===== src/rtl/frame_ram_pkg.sv =====
// Shared types and frame geometry for the frame RAM arbiter and its tag pipe.
package frame_ram_pkg;

  localparam int ADDR_W       = 19;
  localparam int DATA_W       = 12;
  localparam int FRAME_PIXELS = 307200;

  typedef enum logic [1:0] {
    REQ_DISP = 2'd0,
    REQ_PROC = 2'd1,
    REQ_LOAD = 2'd2
  } req_id_e;

  typedef struct packed {
    logic    valid;
    req_id_e id;
    logic    oob;
  } rd_tag_t;

  function automatic logic addr_oob(input logic [ADDR_W-1:0] addr);
    return addr >= ADDR_W'(FRAME_PIXELS);
  endfunction

endpackage


===== src/rtl/ram_rd_tag_pipe.sv =====
// Shift register that carries read tags alongside the RAM read latency so
// returning data can be routed to its requester.
module ram_rd_tag_pipe
  import frame_ram_pkg::*;
#(
  parameter int DEPTH = 2
) (
  input  logic    clk_i,
  input  logic    rst_ni,
  input  rd_tag_t tag_i,
  output rd_tag_t tag_o
);

  rd_tag_t pipe_q [DEPTH];

  // Clearing whole tags on reset discards in-flight reads without a strobe.
  always_ff @(posedge clk_i or negedge rst_ni) begin
    if (!rst_ni) begin
      for (int i = 0; i < DEPTH; i++) pipe_q[i] <= '0;
    end else begin
      pipe_q[0] <= tag_i;
      for (int i = 1; i < DEPTH; i++) pipe_q[i] <= pipe_q[i-1];
    end
  end

  assign tag_o = pipe_q[DEPTH-1];

endmodule


===== src/rtl/frame_ram_arbiter.sv =====
// Arbitrates the single-port frame RAM among display, process and loader,
// issuing one registered RAM command per cycle and routing read data back.
module frame_ram_arbiter
  import frame_ram_pkg::*;
#(
  parameter int RD_LAT     = 1,
  parameter int STARVE_MAX = 8
) (
  input  logic              clk_i,
  input  logic              rst_ni,
  input  logic              disp_req_i,
  input  logic [ADDR_W-1:0] disp_addr_i,
  output logic              disp_gnt_o,
  output logic              disp_rvalid_o,
  output logic [DATA_W-1:0] disp_rdata_o,
  input  logic              proc_req_i,
  input  logic              proc_we_i,
  input  logic [ADDR_W-1:0] proc_addr_i,
  input  logic [DATA_W-1:0] proc_wdata_i,
  output logic              proc_gnt_o,
  output logic              proc_rvalid_o,
  output logic [DATA_W-1:0] proc_rdata_o,
  input  logic              load_req_i,
  input  logic [ADDR_W-1:0] load_addr_i,
  input  logic [DATA_W-1:0] load_wdata_i,
  output logic              load_gnt_o,
  output logic              ram_en_o,
  output logic              ram_we_o,
  output logic [ADDR_W-1:0] ram_addr_o,
  output logic [DATA_W-1:0] ram_din_o,
  input  logic [DATA_W-1:0] ram_dout_i,
  output logic              oob_err_o
);

  localparam int               CNT_W   = $clog2(STARVE_MAX + 1);
  localparam logic [CNT_W-1:0] CNT_MAX = CNT_W'(STARVE_MAX);

  logic [CNT_W-1:0]  proc_cnt_q, proc_cnt_d, load_cnt_q, load_cnt_d;
  req_id_e           last_srv_q, last_srv_d;
  logic              ram_en_q, ram_en_d, ram_we_q, ram_we_d;
  logic [ADDR_W-1:0] ram_addr_q, ram_addr_d;
  logic [DATA_W-1:0] ram_din_q, ram_din_d;
  logic              oob_err_q, oob_err_d;

  logic              proc_starve, load_starve, rr_proc;
  logic              sel_any, sel_wr, sel_oob;
  req_id_e           sel_id;
  logic [ADDR_W-1:0] sel_addr;
  logic [DATA_W-1:0] sel_din;
  rd_tag_t           tag_in, tag_out;
  logic [DATA_W-1:0] ret_data;

  assign proc_starve = proc_req_i && (proc_cnt_q == CNT_MAX);
  assign load_starve = load_req_i && (load_cnt_q == CNT_MAX);
  assign rr_proc     = (last_srv_q == REQ_LOAD);

  // Starved requesters beat display; proc/load ties go round-robin.
  always_comb begin
    disp_gnt_o = 1'b0;
    proc_gnt_o = 1'b0;
    load_gnt_o = 1'b0;
    if (rst_ni) begin
      if (proc_starve && load_starve) begin
        proc_gnt_o = rr_proc;
        load_gnt_o = !rr_proc;
      end else if (proc_starve || load_starve) begin
        proc_gnt_o = proc_starve;
        load_gnt_o = load_starve;
      end else if (disp_req_i) begin
        disp_gnt_o = 1'b1;
      end else if (proc_req_i && load_req_i) begin
        proc_gnt_o = rr_proc;
        load_gnt_o = !rr_proc;
      end else begin
        proc_gnt_o = proc_req_i;
        load_gnt_o = load_req_i;
      end
    end
  end

  always_comb begin
    sel_any  = disp_gnt_o | proc_gnt_o | load_gnt_o;
    sel_id   = REQ_DISP;
    sel_wr   = 1'b0;
    sel_addr = '0;
    sel_din  = '0;
    if (disp_gnt_o) begin
      sel_addr = disp_addr_i;
    end else if (proc_gnt_o) begin
      sel_id   = REQ_PROC;
      sel_wr   = proc_we_i;
      sel_addr = proc_addr_i;
      sel_din  = proc_we_i ? proc_wdata_i : '0;
    end else if (load_gnt_o) begin
      sel_id   = REQ_LOAD;
      sel_wr   = 1'b1;
      sel_addr = load_addr_i;
      sel_din  = load_wdata_i;
    end
    // Out-of-range accesses are granted but never reach the RAM.
    sel_oob    = sel_any && addr_oob(sel_addr);
    ram_en_d   = sel_any && !sel_oob;
    ram_we_d   = ram_en_d && sel_wr;
    ram_addr_d = sel_addr;
    ram_din_d  = sel_din;
    tag_in     = '{valid: sel_any && !sel_wr, id: sel_id, oob: sel_oob};
  end

  always_comb begin
    proc_cnt_d = '0;
    load_cnt_d = '0;
    if (proc_req_i && !proc_gnt_o)
      proc_cnt_d = (proc_cnt_q == CNT_MAX) ? CNT_MAX : proc_cnt_q + 1'b1;
    if (load_req_i && !load_gnt_o)
      load_cnt_d = (load_cnt_q == CNT_MAX) ? CNT_MAX : load_cnt_q + 1'b1;
    last_srv_d = last_srv_q;
    if (proc_gnt_o)      last_srv_d = REQ_PROC;
    else if (load_gnt_o) last_srv_d = REQ_LOAD;
    oob_err_d = oob_err_q | sel_oob;
  end

  always_ff @(posedge clk_i or negedge rst_ni) begin
    if (!rst_ni) begin
      proc_cnt_q <= '0;
      load_cnt_q <= '0;
      last_srv_q <= REQ_LOAD;
      ram_en_q   <= 1'b0;
      ram_we_q   <= 1'b0;
      ram_addr_q <= '0;
      ram_din_q  <= '0;
      oob_err_q  <= 1'b0;
    end else begin
      proc_cnt_q <= proc_cnt_d;
      load_cnt_q <= load_cnt_d;
      last_srv_q <= last_srv_d;
      ram_en_q   <= ram_en_d;
      ram_we_q   <= ram_we_d;
      ram_addr_q <= ram_addr_d;
      ram_din_q  <= ram_din_d;
      oob_err_q  <= oob_err_d;
    end
  end

  ram_rd_tag_pipe #(.DEPTH(1 + RD_LAT)) u_tag_pipe (
    .clk_i  (clk_i),
    .rst_ni (rst_ni),
    .tag_i  (tag_in),
    .tag_o  (tag_out)
  );

  assign ram_en_o   = ram_en_q;
  assign ram_we_o   = ram_we_q;
  assign ram_addr_o = ram_addr_q;
  assign ram_din_o  = ram_din_q;
  assign oob_err_o  = oob_err_q;

  assign ret_data      = tag_out.oob ? '0 : ram_dout_i;
  assign disp_rvalid_o = tag_out.valid && (tag_out.id == REQ_DISP);
  assign proc_rvalid_o = tag_out.valid && (tag_out.id == REQ_PROC);
  assign disp_rdata_o  = disp_rvalid_o ? ret_data : '0;
  assign proc_rdata_o  = proc_rvalid_o ? ret_data : '0;

endmodule


===== config.mk =====
export PLATFORM = sky130hd
export DESIGN_NAME = frame_ram_arbiter
export DESIGN_NICKNAME = d
export VERILOG_FILES = /design/src/rtl/frame_ram_pkg.sv /design/src/rtl/ram_rd_tag_pipe.sv /design/src/rtl/frame_ram_arbiter.sv
export SDC_FILE = /design/constraint.sdc
export NUM_CORES = 1
export LEC_CHECK = 0
export BUFFER_PORTS_ARGS = -buffer_cell sky130_fd_sc_hd__buf_2
export CAP_MARGIN = 40
export CORE_ASPECT_RATIO = 1.4
export CORE_MARGIN = 10
export CORE_UTILIZATION = 41
export CTS_CLUSTER_DIAMETER = 150
export DETAILED_ROUTE_END_ITERATION = 8
export GPL_ROUTABILITY_DRIVEN = 0
export GPL_TIMING_DRIVEN = 0
export PLACE_DENSITY = 0.84
export SYNTH_ARGS = -nofsm -noshare
export SYNTH_HDL_FRONTEND = slang
export SYNTH_SLANG_ARGS = --single-unit

===== constraint.sdc =====
create_clock -name clk_i -period 2.6 [get_ports clk_i]
set_input_delay 0.26 -clock clk_i [delete_from_list [all_inputs] [get_ports clk_i]]
set_output_delay 0.26 -clock clk_i [all_outputs]
set_load 0.02 [all_outputs]

==> summary.txt <==
Final layout
  – Fin nets: 503
  – # diodes: 0
  – Fraction of layout cells with a size suffix above 1: 48.9%
  – Final Cell Area: 3520 um^2
  – P&R area growth vs syn: 49.9%

Clocking
  – TritonCTS Buffers: 5
  – Clk buf depth: 2
  – Clock slew at reported path FFs: 0.09 ns
  – Clock sinks: 52
  – CTS tree: yes
  – Root Driver: clkbuf_8
  – Max H-tree Level: 2
  – Later-pin clock latency in the skew report: 0.30 ns

Hold path
  – Worst Hold Class: in2reg
  – Hold Path Depth: 3
  – Hold Path End: ram_addr_o[16]$_DFF_PN0_
  – Hold wc startpoint: load_addr_i[16]

Timing
  – Worst Tran Pin Value: 0.510 ns
  – Final setup fails: 0
  – Slew HR: 66.0%
  – Final worst slack: 0.120 ns
  – Final period util: 95.4%
  – Max Fclk: 0.403 GHz
  – Setup Total Neg Slack: 0 ns
  – Final Max Slew Viols: 0
  – Skew final: 0.00792 ns
  – Fin. Hold Viols: 0
  – Unrepaired setup endpoints after global routing: false
  – Fin crit period: 2.48 ns

Yosys
  – Largest cells by area after synthesis: dfrtp_1 54%, a222oi_1 7.2%, nor2_1 5.1%, a22o_1 4.5%, inv_1 4.3%
  – Post-synthesis cell area: 2350 um^2
  – Register bit total from synthesis: 52
  – Synth Instances: 221
  – Primary FF master, synth: dfrtp_1
  – Number of synthesized flops with an enable pin: 0
  – Area leader, netlist: dfrtp_1
  – Syn_nets: 324
  – Register area share after synthesis: 55.5%
  – Most frequent cell after synthesis: dfrtp_1
  – Synth cell count leaders: 51 x dfrtp_1, 32 x nor2_1, 27 x inv_1, 17 x a222oi_1, 15 x nand2b_1
  – Yosys synthesis warning count: 0
  – Yosys top cell area share: 54.3%
  – Yosys cell types: 40
  – Ys async rst share: 100%
  – Post-Syn Area per Cell: 10.6 um^2

Worst setup path
  – Critical Path Fanout Max: 10
  – Worst Path Arrival: 2.22 ns
  – Crit-path cells: inv_1, ha_1, and3b_1, buf_6, maj3_2, a21oi_4, buf_6, buf_6, buf_2
  – Reg2reg path depth: 11
  – CP Data Required Time: 2.34 ns
  – Reg2Reg Capture Point: u_tag_pipe.pipe_q[4]$_DFF_PN0_
  – Crit-path slowest cell: dfrtp_1
  – Startpoint Class: flip-flop
  – WP buf/inv: 5
  – CP peak stage delay: 0.38 ns
  – Setup slack, reg-to-reg: 0.16 ns
  – Crit. End Element: primary output
  – Most used cell, CP: buf_6
  – Top delay family on crit path: buffers and inverters
  – Reg2reg start: load_cnt_q[1]$_DFF_PN0_
  – Crit Path Class: reg2out

Detailed routing
  – DR iter-0 viols: 183
  – Vias: 2359
  – Drt first pass iters: 5
  – Routed wl met3: 839 um
  – Drt drc: 0
  – Routed wire length: 8360 um
  – Met2 wire len: 4380 um
  – Top sig layer: met4
  – Met1 WL: 3050 um
  – Routed Antenna Nets: 0
  – Drt wl/cell: 17.8 um
  – Avg Vias per Cell: 5.03

Global routing
  – GRT overflow: 0
  – Pin count of the biggest net entering global routing: 39
  – Initial antenna violation count: 0
  – Global-route wire length before repair: 13000 um
  – GRT Overall Usage: 17.4%
  – Vias in the first global route: 2606

Die
  – Die X: 84.0 um
  – Num rows: 32
  – Core box area: 5530 um^2
  – Die ar.: 9200 um^2
  – Ports: 162
  – Starting Density: 42.5%
  – DIE HEIGHT: 110 um

Power
  – Max IR drop VDD: 0.403 mV
  – Share of power burned in registers: 47.7%
  – Pint: 1340 uW
  – Sw frac: 28.5%
  – Clock power frac: 28.9%
  – Combinational Power Share: 23.3%
  – Pwr/cell area: 533 nW/um^2
  – Pleak: 0.00209 uW
  – Psw: 534 uW

Job
  – Max-Cap Viols: 0

Status
  – Status: finished clean

Placement
  – # port buffers: 161
  – Pre-CTS worst setup slack: -0.271 ns
  – Hpwl dp: 6860 um
  – Dpl cell area: 3260 um^2
## through the flow
stage	utilization [%]	hold WS, ns	cells	power (uW)
finish	63.7	0.169	469	1880
global route	63.7	0.160	469	1980
CTS	61.9	0.160	462	1880
detailed placement	59.0	0.239	451	1330
global placement	58.6	0.335	450	1310
floorplan	-	-0.0356	221	1120
## how the worst max path moves through the flow
stage	end	slack, ns	start	cells after the start
after CTS	proc_gnt_o	0.01	load_cnt_q[0]$_DFF_PN0_	9
after detailed placement	disp_gnt_o	-0.27	rst_ni	7
final	proc_gnt_o	0.12	load_cnt_q[1]$_DFF_PN0_	9
after floorplan	ram_addr_o[10]$_DFF_PN0_	0.50	load_cnt_q[0]$_DFF_PN0_	9
after global routing	ram_en_o$_DFF_PN0_	0.004	load_cnt_q[0]$_DFF_PN0_	11
after global placement	disp_gnt_o	-0.53	rst_ni	6
## per-layer routing
metal	vias up	GRT usage (%)
li1	1135	-
met1	1094	18.3
met2	126	31.2
met3	4	6.74
met4	0	5.76
met5	-	0
## cell usage in the layout, fill, tap and decap left out, types with 4 or more instances in the layout
cell type  count
inv_1         27
buf_4          6
nor2_1        32
nand2_1        5
a21oi_1        5
nor3_1         4
ha_1           4
clkbuf_8       5
nand2b_1      15
dfrtp_1       51
a22o_1        12
a222oi_1      17
buf_2        164
## registers in the layout (all words and copies together) (netlist names)
signal,count
ram_addr_o,19
ram_en_o,1
oob_err_o,1
u_tag_pipe.pipe_q,4
u_tag_pipe.tag_o,4
load_cnt_q,4
ram_we_o,1
proc_cnt_q,4
last_srv_q,2
ram_din_o,12
## worst min-delay path, stage by stage
cell and delay [ns]:
buf_2 0.09, nand2_1 0.04, nand2_1 0.04
## power groups by stage
stage / Sequential [uW] / Clock, uW / Combinational [uW]
2_1_floorplan: 962 / 0 / 162
3_3_place_gp: 909 / 0 / 399
3_5_place_dp: 913 / 0 / 414
4_1_cts: 897 / 556 / 423
5_1_grt: 903 / 591 / 481
6_report: 896 / 543 / 438
## area by class of cell
cell class              count  area [um^2]
clock buffers               5         68.8
inverters                  27          101
flip-flops and latches     52         1300
fillers                   476         2010
repair buffers            172          931
well taps                  68         85.1
plain buffers              12         78.8
clock inverters             3         42.5
multi-input cells         130          910
## kinds of logic after synthesis
logic type | Yosys count | synth area share, %
fa+ha+maj | 5 | 2.61
buf+inv | 39 | 6.93
simple gates | 73 | 15.9
flops | 52 | 55.5
compound gates | 49 | 18.0
xor+xnor | 3 | 1.12
## what timing repair did
| action | 4_1_cts | 5_1_grt |
|---|---|---|
| gates cloned | 0 | 1 |
| setup endpoints to repair | 3 | 15 |
| buffers inserted | 1 | 5 |
| resized for setup | 6 | 7 |
| hold buffers | 2 | 0 |
| pin swaps | 1 | 5 |
| hold endpoints to repair | 19 | 0 |
No activity file was read; power rests on OpenSTA's default activity.
